## src/rtl/decode_stage_pkg.sv

```systemverilog
// Shared types for the decode stage: instruction formats, base opcodes, decoded payload.
// No logic; imported by decode_fields and decode_stage.
// DECODE_ILLEGAL_CHECK_EN adds an illegal flag to the decoded payload.
package decode_stage_pkg;

    typedef enum logic [2:0] {
        R_TYPE,
        I_TYPE,
        S_TYPE,
        B_TYPE,
        U_TYPE,
        J_TYPE,
        INVALID_TYPE
    } inst_format_e;

    localparam logic [6:0] OPC_LOAD      = 7'b0000011;
    localparam logic [6:0] OPC_FENCE     = 7'b0001111;
    localparam logic [6:0] OPC_OP_IMM    = 7'b0010011;
    localparam logic [6:0] OPC_AUIPC     = 7'b0010111;
    localparam logic [6:0] OPC_OP_IMM_32 = 7'b0011011;
    localparam logic [6:0] OPC_STORE     = 7'b0100011;
    localparam logic [6:0] OPC_OP        = 7'b0110011;
    localparam logic [6:0] OPC_LUI       = 7'b0110111;
    localparam logic [6:0] OPC_OP_32     = 7'b0111011;
    localparam logic [6:0] OPC_BRANCH    = 7'b1100011;
    localparam logic [6:0] OPC_JALR      = 7'b1100111;
    localparam logic [6:0] OPC_JAL       = 7'b1101111;
    localparam logic [6:0] OPC_SYSTEM    = 7'b1110011;

    // Every RV immediate is a sign-extended 32-bit value, so 32 bits are kept per entry.
    typedef struct packed {
        inst_format_e fmt;
        logic [6:0]   opcode;
        logic [2:0]   funct3;
        logic [6:0]   funct7;
        logic [4:0]   rs1;
        logic [4:0]   rs2;
        logic [4:0]   rd;
        logic         rs1_used;
        logic         rs2_used;
        logic         rd_we;
        logic [31:0]  imm;
`ifdef DECODE_ILLEGAL_CHECK_EN
        logic         illegal;
`endif
    } decoded_inst_t;

    localparam decoded_inst_t DECODED_RESET = '{fmt: INVALID_TYPE, default: '0};

endpackage

```

## src/rtl/decode_fields.sv

```systemverilog
// Combinational RV32I/RV64I field, format, immediate and register-use decode.
// Latency: 0 cycles (pure logic). No flow control.
// DECODE_ILLEGAL_CHECK_EN adds the illegal-encoding check.
module decode_fields
    import decode_stage_pkg::*;
#(
    parameter int XLEN = 32
) (
    input  logic [31:0]   inst_i,
    output decoded_inst_t dec_o
);

    localparam bit RV64 = (XLEN == 64);

    logic [6:0]   opc;
    logic [2:0]   f3;
    logic [6:0]   f7;
    logic [4:0]   rd;
    inst_format_e fmt;
    logic [31:0]  imm;
    logic         src_fmt;

    assign opc = inst_i[6:0];
    assign f3  = inst_i[14:12];
    assign f7  = inst_i[31:25];
    assign rd  = inst_i[11:7];

    // Full 7-bit opcode match also rejects inst[1:0] != 2'b11.
    always_comb begin
        fmt = INVALID_TYPE;
        case (opc)
            OPC_OP:                                             fmt = R_TYPE;
            OPC_OP_32:                                          fmt = RV64 ? R_TYPE : INVALID_TYPE;
            OPC_OP_IMM, OPC_LOAD, OPC_JALR, OPC_FENCE, OPC_SYSTEM: fmt = I_TYPE;
            OPC_OP_IMM_32:                                      fmt = RV64 ? I_TYPE : INVALID_TYPE;
            OPC_STORE:                                          fmt = S_TYPE;
            OPC_BRANCH:                                         fmt = B_TYPE;
            OPC_LUI, OPC_AUIPC:                                 fmt = U_TYPE;
            OPC_JAL:                                            fmt = J_TYPE;
            default:                                            fmt = INVALID_TYPE;
        endcase
    end

    always_comb begin
        imm = '0;
        case (fmt)
            I_TYPE:  imm = {{20{inst_i[31]}}, inst_i[31:20]};
            S_TYPE:  imm = {{20{inst_i[31]}}, inst_i[31:25], inst_i[11:7]};
            B_TYPE:  imm = {{19{inst_i[31]}}, inst_i[31], inst_i[7], inst_i[30:25], inst_i[11:8], 1'b0};
            U_TYPE:  imm = {inst_i[31:12], 12'b0};
            J_TYPE:  imm = {{11{inst_i[31]}}, inst_i[31], inst_i[19:12], inst_i[20], inst_i[30:21], 1'b0};
            default: imm = '0;
        endcase
    end

    assign src_fmt = (fmt == R_TYPE) || (fmt == I_TYPE) || (fmt == S_TYPE) || (fmt == B_TYPE);

`ifdef DECODE_ILLEGAL_CHECK_EN
    logic illegal;

    always_comb begin
        illegal = (fmt == INVALID_TYPE);
        if (fmt == R_TYPE) begin
            if (f7 != 7'b0000000 && f7 != 7'b0100000)
                illegal = 1'b1;
            if (f7 == 7'b0100000 && f3 != 3'b000 && f3 != 3'b101)
                illegal = 1'b1;
        end
        case (opc)
            OPC_LOAD:   if (f3 == 3'b111 || (!RV64 && (f3 == 3'b011 || f3 == 3'b110))) illegal = 1'b1;
            OPC_STORE:  if (f3[2] || (!RV64 && f3 == 3'b011)) illegal = 1'b1;
            OPC_BRANCH: if (f3 == 3'b010 || f3 == 3'b011) illegal = 1'b1;
            OPC_JALR:   if (f3 != 3'b000) illegal = 1'b1;
            default:    ;
        endcase
    end
`endif

    always_comb begin
        dec_o          = DECODED_RESET;
        dec_o.fmt      = fmt;
        dec_o.opcode   = opc;
        dec_o.funct3   = f3;
        dec_o.funct7   = f7;
        dec_o.rs1      = inst_i[19:15];
        dec_o.rs2      = inst_i[24:20];
        dec_o.rd       = rd;
        // CSR immediate forms (funct3[2]=1) carry a uimm in the rs1 slot.
        dec_o.rs1_used = src_fmt && (opc != OPC_FENCE) && !(opc == OPC_SYSTEM && f3[2]);
        dec_o.rs2_used = (fmt == R_TYPE) || (fmt == S_TYPE) || (fmt == B_TYPE);
        dec_o.rd_we    = ((fmt == R_TYPE) || (fmt == I_TYPE) || (fmt == U_TYPE) || (fmt == J_TYPE))
                         && (opc != OPC_FENCE) && (rd != 5'd0);
        dec_o.imm      = imm;
`ifdef DECODE_ILLEGAL_CHECK_EN
        dec_o.illegal  = illegal;
`endif
    end

endmodule

```

## src/rtl/decode_stage.sv

```systemverilog
// Registered decode stage with a 2-entry skid buffer (main M, skid S); optional DECODE_ILLEGAL_CHECK_EN.
// Latency: 1 cycle from input accept to output when M is free; full throughput.
// Backpressure: in_ready_o = !S.valid (register-only); output payload frozen while stalled.
module decode_stage
    import decode_stage_pkg::*;
#(
    parameter int              XLEN     = 32,
    parameter logic [XLEN-1:0] RESET_PC = '0
) (
    input  logic             clk_i,
    input  logic             rst_ni,
    input  logic             flush_i,
    input  logic             in_valid_i,
    output logic             in_ready_o,
    input  logic [31:0]      inst_i,
    input  logic [XLEN-1:0]  pc_i,
    output logic             out_valid_o,
    input  logic             out_ready_i,
    output inst_format_e     format_o,
    output logic [6:0]       opcode_o,
    output logic [2:0]       funct3_o,
    output logic [6:0]       funct7_o,
    output logic [4:0]       rs1_o,
    output logic [4:0]       rs2_o,
    output logic [4:0]       rd_o,
    output logic             rs1_used_o,
    output logic             rs2_used_o,
    output logic             rd_we_o,
    output logic [XLEN-1:0]  imm_o,
`ifdef DECODE_ILLEGAL_CHECK_EN
    output logic             illegal_o,
`endif
    output logic [XLEN-1:0]  pc_o
);

    decoded_inst_t   dec;
    decoded_inst_t   m_q, m_d, s_q, s_d;
    logic [XLEN-1:0] pc_m_q, pc_m_d, pc_s_q, pc_s_d;
    logic            m_vld_q, m_vld_d, s_vld_q, s_vld_d;
    logic            accept;

    decode_fields #(.XLEN(XLEN)) u_decode_fields (
        .inst_i (inst_i),
        .dec_o  (dec)
    );

    assign in_ready_o = !s_vld_q;
    assign accept     = in_valid_i && !s_vld_q;

    // S can only be valid while M is valid, so S never has to bypass to the output.
    always_comb begin
        m_vld_d = m_vld_q;
        s_vld_d = s_vld_q;
        m_d     = m_q;
        s_d     = s_q;
        pc_m_d  = pc_m_q;
        pc_s_d  = pc_s_q;
        if (flush_i) begin
            m_vld_d = 1'b0;
            s_vld_d = 1'b0;
        end else if (s_vld_q) begin
            if (out_ready_i) begin
                m_d     = s_q;
                pc_m_d  = pc_s_q;
                s_vld_d = 1'b0;
            end
        end else if (accept) begin
            if (m_vld_q && !out_ready_i) begin
                s_d     = dec;
                pc_s_d  = pc_i;
                s_vld_d = 1'b1;
            end else begin
                m_d     = dec;
                pc_m_d  = pc_i;
                m_vld_d = 1'b1;
            end
        end else if (out_ready_i) begin
            m_vld_d = 1'b0;
        end
    end

    always_ff @(posedge clk_i or negedge rst_ni) begin
        if (!rst_ni) begin
            m_vld_q <= 1'b0;
            s_vld_q <= 1'b0;
            m_q     <= DECODED_RESET;
            s_q     <= DECODED_RESET;
            pc_m_q  <= RESET_PC;
            pc_s_q  <= RESET_PC;
        end else begin
            m_vld_q <= m_vld_d;
            s_vld_q <= s_vld_d;
            m_q     <= m_d;
            s_q     <= s_d;
            pc_m_q  <= pc_m_d;
            pc_s_q  <= pc_s_d;
        end
    end

    assign out_valid_o = m_vld_q;
    assign format_o    = m_q.fmt;
    assign opcode_o    = m_q.opcode;
    assign funct3_o    = m_q.funct3;
    assign funct7_o    = m_q.funct7;
    assign rs1_o       = m_q.rs1;
    assign rs2_o       = m_q.rs2;
    assign rd_o        = m_q.rd;
    assign rs1_used_o  = m_q.rs1_used;
    assign rs2_used_o  = m_q.rs2_used;
    assign rd_we_o     = m_q.rd_we;
    assign imm_o       = XLEN'($signed(m_q.imm));
    assign pc_o        = pc_m_q;
`ifdef DECODE_ILLEGAL_CHECK_EN
    assign illegal_o   = m_q.illegal;
`endif

endmodule

```

## config.mk

```make
export PLATFORM = sky130hd
export DESIGN_NAME = decode_stage
export DESIGN_NICKNAME = d
export VERILOG_FILES = /design/src/rtl/decode_stage_pkg.sv /design/src/rtl/decode_fields.sv /design/src/rtl/decode_stage.sv
export SDC_FILE = /design/constraint.sdc
export NUM_CORES = 1
export LEC_CHECK = 0
export BUFFER_PORTS_ARGS = -buffer_cell sky130_fd_sc_hd__buf_2
export CORE_MARGIN = 1
export CORE_UTILIZATION = 45
export CTS_CLUSTER_DIAMETER = 120
export DETAILED_ROUTE_END_ITERATION = 10
export PLACE_DENSITY = 0.69
export SLEW_MARGIN = 20
export SYNTH_ARGS = -nofsm -noshare
export SYNTH_HDL_FRONTEND = slang
export SYNTH_SLANG_ARGS = --single-unit
```

## constraint.sdc

```tcl
create_clock -name clk_i -period 1.7 [get_ports clk_i]
set_input_delay 0.17 -clock clk_i [delete_from_list [all_inputs] [get_ports clk_i]]
set_output_delay 0.17 -clock clk_i [all_outputs]
set_load 0.05 [all_outputs]
```

# [Word-level counts from Yosys, hierarchy flattened]
# Index checks and enable logic that the tools add are counted.
[classes] multipliers=0 order_cmp=0 shifts=0 add_sub_neg=0 n_eq_ne=21 reduce_logical=26 n_div=0 mux=20 n_bitwise=2
[ops] operator="2-to-1 mux 70 bit" count=4
[ops] operator="one-hot mux 32 bit (5 select lines)" count=1
[ops] operator="2-to-1 mux 32 bit" count=4
[ops] operator="equality test 7 bit, second input constant" count=4
[ops] operator="equality test 7 x 6 -> 1 bit, second input constant" count=3
[ops] operator="one-hot mux 3 bit (6 select lines)" count=1
[ops] operator="equality test 7 x 5 -> 1 bit, second input constant" count=2
[ops] operator="2-to-1 mux 1 bit" count=10
[ops] operator="AND reduction 4 bit" count=2
[ops] operator="equality test 7 x 2 -> 1 bit, second input constant" count=1
[ops] operator="equality test 7 x 4 -> 1 bit, second input constant" count=1
[ops] operator="logical AND 1 bit" count=7
[ops] operator="logical OR 1 bit" count=7
[ops] operator="!= test 7 x 4 -> 1 bit, second input constant" count=1
[ops] operator="equality test 3 x 2 -> 1 bit, second input constant" count=2
[ops] operator="equality test 3 bit, second input constant" count=2
[ops] operator="!= test 2 bit, second input constant" count=3
[ops] operator="nonzero test 5 bit" count=1
[ops] operator="OR reduction 5 bit" count=1
[ops] operator="equality test 3 x 1 -> 1 bit, second input constant" count=1
[ops] operator="logical NOT 1 bit" count=3
[ops] operator="logical NOT 3 bit" count=1
[ops] operator="!= test 3 bit, second input constant" count=1
[ops] operator="AND reduction 3 bit" count=1
[ops] operator="4 further kinds" count=5
[word_totals] out_inout_bits=104 inputBits=69 ramBits=0 memories=0 rom_bits=0 register_bits=206 latchBits=0

# [Logic depth before layout (Yosys ltp)]
[logic_depth] ltp_word=12 depth_mapped=13 ltp_nobuf=10

# [Cells and area by module]
# A second synthesis with hierarchy kept.
[unflattened] hier_cells=701 hier_area_um2=9962.1
[by_module_without_submodules] mod="decode_stage" n_inst=1 cells_each=557 seq_area_each_um2=5159.9 area_per_inst_um2=8973.6
[by_module_without_submodules] mod="decode_fields" n_inst=1 cells_each=144 seq_area_each_um2=0.0 area_per_inst_um2=988.4

# [Least setup slack after synthesis]
# Ideal clock, no wire load.
[synth_timing] kind="input-to-reg" startpoint="input port inst_i[4]" endpoint="register s_q[22] in the netlist's numbering" slack_ps=-1010 path_stages=13 n_path_buf=3 required_ps=1604 arrival_time_ps=2615 setup_time_ps=96 cell_sequence="buf_4 > nand4b_1 > nor3_4 > inv_1 > buf_2 > ha_1 > nand2b_1 > nor3_1 > or2_1 > o21ai_1 > a21o_1 > buf_6 > a311oi_2"
[synth_between] elab_chain_cells=5 word_cells_on_any_way=20 classes_between="eq/ne: 16; mux: 2; reduce/logical: 2"
[synth_rtl] item="start: declaration" line="decode_stage.sv:15" source="input logic [31:0] inst_i,"
[synth_rtl] item="equality test 7 x 5 -> 1 bit (tied with other cells)" line="decode_fields.sv:31" source="case (opc)"
[synth_rtl] item="OR reduction 5 bit / OR reduction 2 bit (equally long branches)" line="decode_fields.sv:31"
[synth_rtl] item="one-hot mux 3 bit (6 select lines) *" line="decode_fields.sv:31"
[synth_rtl] item="equality test 3 bit (tied with other cells)" line="decode_fields.sv:46" source="case (fmt)"
[synth_rtl] item="one-hot mux 32 bit (5 select lines) *" line="decode_fields.sv:46"
[synth_rtl] item="end signal: assignment" line="decode_stage.sv:87" source="s_q <= DECODED_RESET;"
[synth_rtl] item="end signal: assignment" line="decode_stage.sv:94" source="s_q <= s_d;"
[synth_rtl] item="end: declaration" line="decode_stage.sv:37" source="decoded_inst_t m_q, m_d, s_q, s_d;"
# Every way passes the cells marked *; elsewhere a longest branch is shown, timed or not.
# A chain may end at the register's enable or synchronous reset.

# [Final worst setup path]
[layout_timing] startpoint="input port inst_i[4]" endpoint="register s_q[27] in the netlist's numbering"
# Same word-level chain as after synthesis.

==> results.json <==
{
  "synthTopCellsByArea": "dfrtp_1 (54%), nand2_1 (12%), mux2i_1 (7.2%), o21ai_0 (4.7%), a21oi_1 (3.4%)",
  "period_share_pct": 103,
  "synth_area_mm2": 0.00935,
  "crit_family": "simple AND/OR/NAND/NOR gates",
  "tightest_slew_ps": 471,
  "die_w_um": 146,
  "cp-end-kind": "register",
  "cts-root-buf": "clkbuf_16",
  "synth_top_area_share_pct": 54.1,
  "critPathSlowestCell": "nand4b_1",
  "p_total_mw": 15.0,
  "maxSlewHeadroom_pct": 68.6,
  "power_density_mw_per_mm2": 1130,
  "synth-edff-count": 0,
  "port_buffers": 172,
  "clock_path_buffers": 3,
  "dr.pass1.iters": 7,
  "diodes": 0,
  "cp_cell_sequence": "buf_6 > nand4b_1 > nor3_4 > inv_2 > ha_4 > nand2b_4 > nor3_4 > or2_4 > o21ai_2 > a21o_4 > clkbuf_16 > a311oi_2",
  "dp.cells": 1440,
  "cp_max_fo": 5,
  "dp_hpwl_mm": 16.8,
  "nFillCells": 1607,
  "drtAntennaViolNets": 0,
  "cts_buffers": 24,
  "violations": "negative setup slack",
  "overflow": 0,
  "most-common-layout-cells": "nand2_1 (292), dfrtp_1 (200), buf_2 (167)",
  "clk_pin_slew_worst_paths_ps": 60,
  "synth.distinct_cells": 60,
  "p_leak_nw": 6.39,
  "layout_setup_ws_ps": -53.2,
  "grt_max_degree": 53,
  "status": "finished with violations",
  "setup_viol": 27,
  "synth_largest_area_cell": "dfrtp_1",
  "fmax_mhz": 570,
  "vias": 8486,
  "synthToLayoutAreaGrowth_pct": 42.3,
  "start_kind": "input port",
  "fp.dieArea_mm2": 0.0213,
  "grt_pass1_vias": 8410,
  "synth_fp_nets": 1068,
  "async_flop_share_pct": 100,
  "power.net_switching_mw": 4.97,
  "p_clk_share_pct": 34.5,
  "start_util_pct": 46.0,
  "row_count": 52,
  "fp.dieH_um": 146,
  "cpPeakStageDelay_ps": 250,
  "arrival_ps": 2170,
  "final_common_cell": "nand2_1",
  "r2r_slack_ps": -50,
  "cp_common_cell": "nor3_4",
  "cts_sinks": 206,
  "nets": 1357,
  "routed_wl_mm": 28.2,
  "ys.flop_type": "dfrtp_1",
  "switching_share_pct": 33.2,
  "slew_violations": 0,
  "core_mm2": 0.0203,
  "detail_route.wl_per_cell_um": 18.0,
  "yosysWarnings": 0,
  "holdWs_ps": 13.5,
  "grt_usage_pct": 25.9,
  "critPathRequiredTime_ps": 2120,
  "htreeDepth": 1,
  "tritoncts": "yes",
  "route.detailed.drc": 0,
  "crit_buf_inv": 3,
  "clock_skew_ps": 12.0,
  "irDropWorstVdd_v": 0.000585,
  "min_path_type": "input port to register",
  "hold_violations": 0,
  "cp.depth": 12,
  "drive_gt1_share_pct": 29.7,
  "viasPerCell": 5.40,
  "critical_path_class": "input port to register",
  "antenna_found_initial": 0,
  "yosysSeqAreaShare_pct": 55.2,
  "syn_avg_cell_area_um2": 9.36,
  "first_iter_violations": 532,
  "reg2reg_depth": 5,
  "fin_crit_ps": 1750,
  "combinationalPowerShare_pct": 24.2,
  "ys_ff_latch": 206,
  "place_congestion": 0.837,
  "internal_power_mw": 9.99,
  "ios": 173,
  "netlist_instances": 998,
  "fin_cells": 1571,
  "drv_cap": 0,
  "whs_path_depth": 4,
  "clock_latency_ps": 520,
  "p_seq_share_pct": 41.3,
  "rsz0062_at_grt": "true",
  "grt_first_pass_wirelength_mm": 44.3
}
==> registers in the layout, indices dropped and copies added (netlist names) <==
register	count
s_q	70
imm_o	32
pc_o	32
pc_s_q	32
funct7_o	7
opcode_o	7
rd_o	5
rs1_o	5
rs2_o	5
format_o	3
funct3_o	3
out_valid_o	1
rd_we_o	1
rs1_used_o	1
rs2_used_o	1
s_vld_q	1
==> tightest hold or removal path: stages <==
cell,delay [ps]
buf_6,80
buf_4,140
nand2_1,50
nand2_1,50
==> timing repair <==
| item | in CTS | in global routing |
|---|---|---|
| pin swaps | 16 | 26 |
| cloned | 7 | 4 |
| endpoints found under the setup margin | 182 | 150 |
| resized for setup | 48 | 51 |
| hold buffers | 61 | 0 |
| setup buffers | 14 | 8 |
| endpoints found under the hold margin | 325 | 0 |
==> kinds of logic (layout without fill, tap and decap cells) <==
kind of cell	Yosys count	after routing	share of synthesized area, %
muxes	67	67	7.18
DFF	206	206	55.2
AOI/OAI and AO/OA	224	224	15.1
buffers and inverters	74	377	3.33
and+or+nand+nor	425	425	18.9
adders and majority gates	1	1	0.134
xor gates and xnor gates	1	1	0.0937
==> synthesized netlist by cell type (3+ instances only) <==
| cell | number |
|---|---|
| or3_1 | 3 |
| buf_2 | 15 |
| nor3b_1 | 5 |
| dfstp_2 | 4 |
| a21o_1 | 5 |
| dfrtp_1 | 202 |
| o31ai_1 | 3 |
| o22ai_1 | 4 |
| clkbuf_1 | 45 |
| a221o_1 | 9 |
| a31oi_1 | 8 |
| a31o_2 | 6 |
| nand2_1 | 297 |
| a211o_1 | 8 |
| nor2_1 | 85 |
| nor2_2 | 3 |
| buf_1 | 7 |
| a311oi_2 | 9 |
| o21ai_0 | 88 |
| and3_1 | 4 |
| mux2i_1 | 67 |
| o21ai_1 | 4 |
| o21ai_2 | 3 |
| inv_1 | 3 |
| a21oi_1 | 64 |
==> layout make-up <==
class / instances / area, µm² / area share, %
Clock buffer: 36 / 736 / 5.53
Clock inverter: 4 / 60.1 / 0.451
Inverter: 4 / 20.0 / 0.150
Multi-Input combinational cell: 718 / 4140 / 31.1
Sequential cell: 206 / 5160 / 38.8
Tap cell: 270 / 338 / 2.54
Timing Repair Buffer: 333 / 2850 / 21.4
==> metal layers <==
metal / GRT usage, % / routed length [µm] / up-vias
met3: 4.59 / 1750 / 49
met5: 0 / 0 / -
met4: 7.03 / 486 / 0
li1: - / - / 3982
met2: 41.6 / 13500 / 290
met1: 36.3 / 12500 / 4165
==> power by group through the flow <==
stage | logic, mW | registers (mW) | clock network, mW
after detailed placement | 3.33 | 6.24 | 0
after floorplan | 1.06 | 7.45 | 0
after CTS | 3.57 | 6.16 | 5.23
after global routing | 3.90 | 6.26 | 5.44
final | 3.63 | 6.18 | 5.16
after global placement | 3.27 | 6.20 | 0
==> worst paths after layout <==
kind | from | endpoint
worst max-delay path | inst_i[4] | s_q[27]$_DFFE_PN0P_
worst min-delay path | inst_i[4] | s_q[64]$_DFFE_PN0P_
worst max register to register | s_vld_q$_DFF_PN0_ | s_q[28]$_DFFE_PN0P_
worst min register to register | s_q[68]$_DFFE_PN1P_ | s_q[68]$_DFFE_PN1P_
max in group asynchronous | rst_ni | imm_o[8]$_DFFE_PN0P_
min in group asynchronous | rst_ni | pc_o[27]$_DFFE_PN0P_
==> per-stage QoR <==
step	TNS, ps	area (µm²)	util [%]	worst slack (ps)
after floorplan	-50690	9470	-	-843
after global placement	-55200	11100	54.5	-602
after detailed placement	-59770	11100	54.5	-677
after CTS	-410	13000	64.0	-44.1
after global routing	-5230	13300	65.5	-123
final	-810	13300	65.5	-53.2
Note: power is estimated with default switching activity, not from simulation.
